===== src/rtl/rx_frame_pkg.sv =====
// Shared types and constants for the TJ-Monopix2 receive frame assembler.
package rx_frame_pkg;

    typedef enum logic {
        IDLE  = 1'b0,
        FRAME = 1'b1
    } state_t;

    localparam logic [7:0] K_SOF_DEF = 8'h3C;
    localparam logic [7:0] K_EOF_DEF = 8'hBC;

    localparam int ERR_PAD     = 0;
    localparam int ERR_TRUNC   = 1;
    localparam int ERR_FRAMING = 2;

    // Set in trailer words, clear in hit words.
    localparam int WORD_TYPE_BIT = 27;

endpackage


===== src/rtl/rx_frame_fifo.sv =====
// 4x32 show-ahead FIFO; the head word is presented combinationally while not empty.
module rx_frame_fifo (
    input  logic        CLK,
    input  logic        RESETB,
    input  logic        push,
    input  logic [31:0] push_data,
    input  logic        pop,
    output logic [31:0] head,
    output logic        full,
    output logic        empty
);

    logic [31:0] mem_reg [4];
    logic [1:0]  wr_ptr_reg;
    logic [1:0]  rd_ptr_reg;
    logic [2:0]  count_reg;
    logic        do_push;
    logic        do_pop;

    assign full    = (count_reg == 3'd4);
    assign empty   = (count_reg == 3'd0);
    assign do_pop  = pop && !empty;
    // A pop in the same cycle frees the slot, so a push into a full FIFO is accepted.
    assign do_push = push && (!full || do_pop);
    assign head    = empty ? 32'h0 : mem_reg[rd_ptr_reg];

    always_ff @(posedge CLK) begin
        if (do_push) begin
            mem_reg[wr_ptr_reg] <= push_data;
        end
    end

    always_ff @(posedge CLK or negedge RESETB) begin
        if (!RESETB) begin
            wr_ptr_reg <= 2'd0;
            rd_ptr_reg <= 2'd0;
            count_reg  <= 3'd0;
        end else begin
            if (do_push) begin
                wr_ptr_reg <= wr_ptr_reg + 2'd1;
            end
            if (do_pop) begin
                rd_ptr_reg <= rd_ptr_reg + 2'd1;
            end
            case ({do_push, do_pop})
                2'b10:   count_reg <= count_reg + 3'd1;
                2'b01:   count_reg <= count_reg - 3'd1;
                default: count_reg <= count_reg;
            endcase
        end
    end

endmodule


===== src/rtl/rx_frame_assembler.sv =====
// Packs 8b10b-decoded frame bytes into 32-bit hit words and a closing trailer word,
// buffered through a small show-ahead FIFO toward the readout arbiter.
module rx_frame_assembler
    import rx_frame_pkg::*;
#(
    parameter logic [3:0] HEADER = 4'h0,
    parameter logic [7:0] K_SOF  = K_SOF_DEF,
    parameter logic [7:0] K_EOF  = K_EOF_DEF
) (
    input  logic        CLK,
    input  logic        RESETB,
    input  logic [7:0]  DATA_IN,
    input  logic        DATA_K,
    input  logic        DATA_VALID,
    input  logic        DECODER_ERR,
    output logic [31:0] FIFO_DATA,
    output logic        FIFO_VALID,
    input  logic        FIFO_READ,
    output logic        FRAME_ACTIVE,
    output logic [15:0] OVERFLOW_CNT
);

    state_t      state_reg, state_next;
    logic [1:0]  byte_idx_reg, byte_idx_next;
    logic [23:0] hit_sr_reg, hit_sr_next;
    logic [15:0] hit_cnt_reg, hit_cnt_next;
    logic [2:0]  err_reg, err_next;
    logic [7:0]  frame_cnt_reg, frame_cnt_next;
    logic        push_reg, push_next;
    logic [31:0] push_word_reg, push_word_next;
    logic [15:0] ovf_cnt_reg;

    logic [31:0] hit_word;
    logic [31:0] hit_out;
    logic [31:0] trailer_out;
    logic [2:0]  err_close;
    logic        is_sof, take_byte, close_frame, open_frame;
    logic        fifo_full, fifo_empty, fifo_pop;
    logic [31:0] fifo_head;

    assign hit_word    = {hit_sr_reg, DATA_IN};
    assign is_sof      = DATA_K && (DATA_IN == K_SOF) && !DECODER_ERR;
    assign take_byte   = DATA_VALID && (state_reg == FRAME) && !DATA_K && !DECODER_ERR;
    assign close_frame = DATA_VALID && (state_reg == FRAME) && (DATA_K || DECODER_ERR);
    assign open_frame  = DATA_VALID && is_sof;

    // FSM: state register
    always_ff @(posedge CLK or negedge RESETB) begin
        if (!RESETB) begin
            state_reg <= IDLE;
        end else begin
            state_reg <= state_next;
        end
    end

    // FSM: next state; an SOF inside a frame closes it and reopens in the same cycle
    always_comb begin
        state_next = state_reg;
        if (DATA_VALID) begin
            case (state_reg)
                IDLE:    if (is_sof) state_next = FRAME;
                FRAME:   if (DATA_K || DECODER_ERR) state_next = is_sof ? FRAME : IDLE;
                default: state_next = IDLE;
            endcase
        end
    end

    // FSM: outputs
    always_comb begin
        FRAME_ACTIVE = (state_reg == FRAME);
    end

    always_comb begin
        byte_idx_next  = byte_idx_reg;
        hit_sr_next    = hit_sr_reg;
        hit_cnt_next   = hit_cnt_reg;
        err_next       = err_reg;
        frame_cnt_next = frame_cnt_reg;
        push_next      = 1'b0;
        push_word_next = push_word_reg;

        err_close = err_reg;
        if (byte_idx_reg != 2'd0) err_close[ERR_TRUNC] = 1'b1;
        if (DECODER_ERR || (DATA_IN != K_EOF)) err_close[ERR_FRAMING] = 1'b1;

        hit_out = {HEADER, hit_word[27:0]};
        hit_out[WORD_TYPE_BIT] = 1'b0;
        trailer_out = {HEADER, 1'b0, err_close, frame_cnt_reg, hit_cnt_reg};
        trailer_out[WORD_TYPE_BIT] = 1'b1;

        if (take_byte) begin
            hit_sr_next   = hit_word[23:0];
            byte_idx_next = byte_idx_reg + 2'd1;
            if (byte_idx_reg == 2'd3) begin
                push_next      = 1'b1;
                push_word_next = hit_out;
                if (hit_word[31:27] != 5'd0) err_next[ERR_PAD] = 1'b1;
                if (hit_cnt_reg != 16'hFFFF) hit_cnt_next = hit_cnt_reg + 16'd1;
            end
        end
        if (close_frame) begin
            push_next      = 1'b1;
            push_word_next = trailer_out;
            err_next       = err_close;
            frame_cnt_next = frame_cnt_reg + 8'd1;
        end
        if (open_frame) begin
            byte_idx_next = 2'd0;
            hit_cnt_next  = 16'd0;
            err_next      = 3'd0;
        end
    end

    assign fifo_pop = FIFO_READ && !fifo_empty;

    always_ff @(posedge CLK or negedge RESETB) begin
        if (!RESETB) begin
            byte_idx_reg  <= 2'd0;
            hit_sr_reg    <= 24'd0;
            hit_cnt_reg   <= 16'd0;
            err_reg       <= 3'd0;
            frame_cnt_reg <= 8'd0;
            push_reg      <= 1'b0;
            push_word_reg <= 32'd0;
            ovf_cnt_reg   <= 16'd0;
        end else begin
            byte_idx_reg  <= byte_idx_next;
            hit_sr_reg    <= hit_sr_next;
            hit_cnt_reg   <= hit_cnt_next;
            err_reg       <= err_next;
            frame_cnt_reg <= frame_cnt_next;
            push_reg      <= push_next;
            push_word_reg <= push_word_next;
            if (push_reg && fifo_full && !fifo_pop && (ovf_cnt_reg != 16'hFFFF)) begin
                ovf_cnt_reg <= ovf_cnt_reg + 16'd1;
            end
        end
    end

    rx_frame_fifo u_fifo (
        .CLK       (CLK),
        .RESETB    (RESETB),
        .push      (push_reg),
        .push_data (push_word_reg),
        .pop       (FIFO_READ),
        .head      (fifo_head),
        .full      (fifo_full),
        .empty     (fifo_empty)
    );

    assign FIFO_DATA    = fifo_head;
    assign FIFO_VALID   = !fifo_empty;
    assign OVERFLOW_CNT = ovf_cnt_reg;

endmodule


===== config.mk =====
export PLATFORM = sky130hd
export DESIGN_NAME = rx_frame_assembler
export DESIGN_NICKNAME = d
export VERILOG_FILES = /design/src/rtl/rx_frame_pkg.sv /design/src/rtl/rx_frame_fifo.sv /design/src/rtl/rx_frame_assembler.sv
export SDC_FILE = /design/constraint.sdc
export NUM_CORES = 1
export LEC_CHECK = 0
export CORE_MARGIN = 5
export CORE_UTILIZATION = 45
export DETAILED_ROUTE_END_ITERATION = 16
export MAX_ROUTING_LAYER = met4
export PLACE_DENSITY = 0.68
export SLEW_MARGIN = 20
export SYNTH_ARGS = -nofsm -noshare
export SYNTH_HDL_FRONTEND = slang
export SYNTH_SLANG_ARGS = --single-unit

===== constraint.sdc =====
create_clock -name CLK -period 2 [get_ports CLK]
set_clock_uncertainty 0.15 [all_clocks]
set_input_delay 0.2 -clock CLK [delete_from_list [all_inputs] [get_ports CLK]]
set_output_delay 0.2 -clock CLK [all_outputs]
set_load 0.03 [all_outputs]

* After elaboration in Yosys (flattened, before gate mapping)
Memories as Yosys holds them, arrays and structs flattened.
Index checks and enable logic that the tools add are counted.
** Operators by class
- Add/sub/neg operators :: 8
- Muxes and demuxes :: 26
- Eq/ne operators :: 9
- Bitwise logic cells :: 1
- Reduce and logical (&&, ||, !) cells :: 34
** Operators by type and width (count)
- 32-bit 2-to-1 mux :: 4
- 16-bit 2-to-1 mux :: 4
- 16-bit by 1-bit adder with 16-bit output, second input constant :: 2
- 16-bit inequality test, second input constant :: 2
- 2-bit nonzero test :: 9
- 1-bit logical AND :: 12
- 1-bit 2-to-1 mux :: 12
- 8-bit by 1-bit adder with 8-bit output, second input constant :: 1
- 8-bit by 6-bit equality test with 1-bit output, second input constant :: 1
- 8-bit inequality test, second input constant :: 1
- 2-bit by 1-bit adder with 2-bit output, second input constant :: 3
- 3-bit 2-to-1 mux :: 2
- 3-bit case mux with 2 select lines :: 1
- 1-bit zero test :: 5
- 5-bit nonzero test :: 1
- 2-bit equality test, second input constant :: 2
- 2-bit 2-to-1 mux :: 2
- 4-bit AND reduction :: 1
- 3-bit by 1-bit adder with 3-bit output, second input constant :: 1
- 3-bit equality test, second input constant :: 1
- 3-bit zero test :: 1
- 1-bit logical OR :: 3
- 3-bit AND reduction :: 1
- 3-bit by 1-bit subtractor with 3-bit output, second input constant :: 1
- other kinds (5) :: 5
** Storage, ports and cells
- Logic and storage cells :: 92
- Memories kept :: 1
- Bits in registers :: 110
- Input bits :: 14
- RAM bits :: 128
** Memory list
- u_fifo.mem_reg :: depth 4, width 32, read ports 1, clocked after memory_dff 0, write ports 1, line rx_frame_fifo.sv:13 : logic [31:0] mem_reg [4];

* Logic depth before layout (Yosys ltp)
- Depth after elaboration :: 7
- Depth in mapped cells :: 9
- Mapped depth without buffers :: 8

* Modules after synthesis
Synthesis repeated with hierarchy kept, for this count alone.
** Unflattened totals
- Cells, all modules :: 688
- Area total of the unflattened synthesis :: 9860.7 µm²
** By module, submodules not included
- rx_frame_fifo :: area an instance 5276.3 µm², times used 1, cells each 242
- rx_frame_assembler :: area an instance 4584.4 µm², times used 1, cells each 446

* Least setup slack after synthesis
No wires, ideal clock.
- Kind :: register -> register
- Start point :: register u_fifo.count_reg[1]
- End point :: register u_fifo.count_reg[1]
- Slack :: -0.286 ns
- Arrival time :: 2.049 ns
- Stages on the path, launching flop included :: 9
- Library setup time :: 0.087 ns
- Cell sequence :: dfrtp_1 -> nor2_1 -> nand2_1 -> clkbuf_1 -> nand3_1 -> fa_1 -> nor3_1 -> o21ai_0 -> a22oi_1
** Between the ends
- Longest elaborated chain between the ends :: 7
- Elaborated cells on any way between the ends :: 13
- Classes of those cells :: add/sub: 2; eq/ne: 3; mux: 1; reduce/logical: 7
** Ends and longest elaborated chain
- start: declaration :: line rx_frame_fifo.sv:16 : logic [2:0] count_reg;
- start signal: assignment :: line rx_frame_fifo.sv:46 : 2'b10: count_reg <= count_reg + 3'd1;
- start signal: assignment :: line rx_frame_fifo.sv:47 : 2'b01: count_reg <= count_reg - 3'd1;
- start signal: assignment :: line rx_frame_fifo.sv:48 : default: count_reg <= count_reg;
- 3-bit zero test * :: line rx_frame_fifo.sv:21 : assign empty = (count_reg == 3'd0);
- 1-bit zero test *
- via FIFO_VALID :: line rx_frame_assembler.sv:17 : output logic FIFO_VALID,
- 1-bit logical AND * :: line rx_frame_fifo.sv:22 : assign do_pop = pop && !empty;
- 1-bit logical OR :: line rx_frame_fifo.sv:24 : assign do_push = push && (!full || do_pop);
- 1-bit logical AND :: line rx_frame_fifo.sv:24
- 2-bit by 1-bit equality test with 1-bit output / 2-bit equality test (equally long branches) :: line rx_frame_fifo.sv:45 : case ({do_push, do_pop})
- 3-bit case mux with 2 select lines / 2-bit nonzero test (equally long branches)
Mark *: on every way through the listed nets, which the timed path passes. The rest lies on a longest branch.
A chain may end at the register's enable or synchronous reset.

* Worst setup path after layout
- Start point :: register u_fifo.rd_ptr_reg[0]
- End point :: output port FIFO_DATA[2]
** Between the ends
- Longest elaborated chain between the ends :: 2
** Ends and longest elaborated chain
- start: declaration :: line rx_frame_fifo.sv:15 : logic [1:0] rd_ptr_reg;
- start signal: assignment :: line rx_frame_fifo.sv:43 : rd_ptr_reg <= rd_ptr_reg + 2'd1;
- memory 4 x 32 bit
- 32-bit 2-to-1 mux :: line rx_frame_fifo.sv:25 : assign head = empty ? 32'h0 : mem_reg[rd_ptr_reg];
- end: declaration :: line rx_frame_assembler.sv:16 : output logic [31:0] FIFO_DATA,
No other way between the ends.

==> run metrics <==
status complete, but fails checks; failing checks setup timing; Distinct cells, synth 60; Max Root-Sink Buffers 3; Seq pwr share 45.1%; routed vias 5,586; Max-Slew Margin vs Limit 66.3%; Slew @ Worst Pin 0.506 ns; post-synthesis sequential area ratio 64.5%; Antenna diodes 0; Pwr Total 0.0107 W; TritonCTS Buffers 22; mean area per synthesized cell 14.6 um2; Fmax between 400 and 500 MHz; Lkg Pwr 5.34 nW; net load switching power 0.00266 W; combinational share of power 18.5%; Post-synth EDFFs between 100 and 150; drt initial violations 285; RSZ-0062 raised after global routing yes; Cell Chain, Critical Path buf_4 > buf_12 > mux4_2 > and2_4 > buf_6; min Tclk post-route 2.36 ns; die area ~24,000 um2; Finish-stage setup viols 28; largest net degree at the start of global routing 54; flops & latches, synth 218; GP Congestion 0.813; commonest non-fill, non-tap cells in the layout edfxtp_1 (112), dfrtp_1 (99), buf_4 (86); GRT Total Usage 16.9%; crit path kind reg2out; total number of yosys warnings 0; M3 GR Usage 2.36%; Root Driver clkbuf_16; CTS HTree Levels 1; worst slack, placed -0.371 ns; share of post-route cells with drive strength above 1 36.2%; Mapped Cells 637; PD cells 905 nW/um2; CP max FO 6; nets@finish 809; die height 154 um; Synth Cell Area 9320 um2; CP max-delay cell mux4_2; initial antenna violation count 0; vias per inst 5.22; Residual DRC 0; # Max-Cap Violations 0; Worst-Skew Late Latency 0.49 ns; asr flop ratio synth 48.6%; Synth-to-Final Area Change 26.9%; Core Util, Final 58.3%; max reg flops 112; final antenna-violating net count 0; CTS Sinks 218; Non-Filler Instances 1,071; setup TNS -8.39 ns; Critical Path Sink Type output port; worst vdd ir 0.435 mV; die width approximately 150 um; Hold Path Class in2async; total grt overflow 0; core area between 20,000 and 25,000 um2; dpl hpwl about 14 mm; Critical Path Start Type flip-flop; drt first pass iters 4; max-slew violation count 0; slowest stage delay, CP 0.50 ns; CTS tree yes; vias in the first global route roughly 6,000; dpl cells 1,017; final wirelength 19.5 mm; I/O Buffers slightly below 60; grt met2 use 29.1%; grt peak-use layer met2; clock-pin slew on the worst setup and hold paths ~0.06 ns; Main synth FF type edfxtp_1; Sw Ratio 24.9%; final hold violations 0; first-pass GRT wire length 31.5 mm; final worst path period share 118%; number of core rows 52; Clock power frac between 30% and 40%; Arrival @ worst endpoint ~2 ns; cell internal pwr about 0.008 W; worst setup margin -0.362 ns; drt wl/cell 18.2 um; most common cell after layout, fill and taps aside edfxtp_1; Ports 64; met1 Track Usage GR 21.8%; Starting Density 45.9%; Req. time, crit path approximately 1.7 ns
## per-stage QoR
stage	hold slack [ns]	instance area, um2
after global placement	0.0544	10800
after detailed placement	0.0523	10800
final	0.101	11800
after floorplan	-0.246	9380
after global routing	0.138	11800
after CTS	0.0956	11700
## cell families (layout without fill, tap and decap cells)
family / after synthesis / in the layout / synth area share [%]
xor+xnor: 37 / 37 / 3.48
buf+inv: 43 / 204 / 2.28
fa+ha+maj: 10 / 10 / 1.42
mux: 84 / 84 / 13.2
other cells: 1 / 4 / 0.0402
compound gates: 63 / 63 / 4.21
simple gates: 181 / 181 / 10.9
flops: 218 / 218 / 64.5
## layout make-up
| class | instances | area [um2] |
|---|---|---|
| clock inverters | 7 | 43.8 |
| fillers | 1564 | 8470 |
| multi-input cells | 379 | 3280 |
| well taps | 270 | 338 |
| inverters | 11 | 41.3 |
| flip-flops and latches | 218 | 6020 |
| clock buffers | 33 | 657 |
| repair buffers | 153 | 1450 |
## critical path: cells and delay by family, from the launching register on
kind	cells	cell delay [ns]
DFF	1	0.44
muxes	1	0.50
buffers and inverters	3	0.40
and+or+nand+nor	1	0.18
## Yosys cell counts, types with 3 or more instances
library cell | n | area [um2]
clkbuf_1 | 15 | 56.3
a21oi_1 | 9 | 45.0
nor2_1 | 37 | 139
mux2i_1 | 28 | 280
edfxtp_1 | 112 | 3360
o21ai_0 | 34 | 170
nand4_1 | 7 | 43.8
nor3_1 | 5 | 25.0
and2_1 | 30 | 188
nand3_1 | 16 | 80.1
nand2_1 | 48 | 180
buf_4 | 5 | 37.5
mux2_2 | 28 | 315
dfrtp_1 | 106 | 2650
mux4_2 | 28 | 631
nor3_2 | 3 | 30.0
xnor2_1 | 24 | 210
and3_1 | 6 | 37.5
ha_1 | 9 | 113
and3_2 | 5 | 37.5
buf_6 | 3 | 33.8
inv_1 | 11 | 41.3
xor2_1 | 13 | 114
buf_2 | 8 | 40.0
## power by group through the flow
stage | Combinational (W) | Sequential (W) | Clock (W)
after floorplan | 0.00102 | 0.00489 | 0
after global placement | 0.00164 | 0.00491 | 0
after detailed placement | 0.00168 | 0.00492 | 0
after CTS | 0.00195 | 0.00483 | 0.00399
after global routing | 0.00216 | 0.00484 | 0.00419
final | 0.00198 | 0.00483 | 0.00389
## worst paths after layout
check,start,endpoint,slack (ns),cells after the start
max,u_fifo.rd_ptr_reg[0]$_DFFE_PN0N_,FIFO_DATA[2],-0.36,5
min,RESETB,push_word_reg[5]$_DFFE_PN0P_,0.10,2
max reg2reg,u_fifo.count_reg[0]$_DFFE_PN0P_,u_fifo.count_reg[1]$_DFFE_PN0P_,0.03,7
min reg2reg,frame_cnt_reg[7]$_DFFE_PN0P_,frame_cnt_reg[7]$_DFFE_PN0P_,0.33,1
max in group asynchronous,RESETB,hit_sr_reg[19]$_DFFE_PN0P_,0.91,3
min in group CLK,DATA_IN[2],hit_sr_reg[2]$_DFFE_PN0P_,0.23,2
## routing by layer
layer  routed length (um)  up-vias
met1                 8520     2829
met4                  281        0
li1                     -     2624
met2                 9990      108
met3                  728       25
met5                    0        -
## repair_timing
item | 4_1_cts | 5_1_grt
buffers inserted | 6 | 10
hold buffers | 1 | 0
pin swaps | 9 | 20
hold endpoints to repair | 83 | 0
endpoints found under the setup margin | 40 | 43
resized for setup | 152 | 61
gates cloned | 1 | 0
Power figures use the tool's default switching activity.
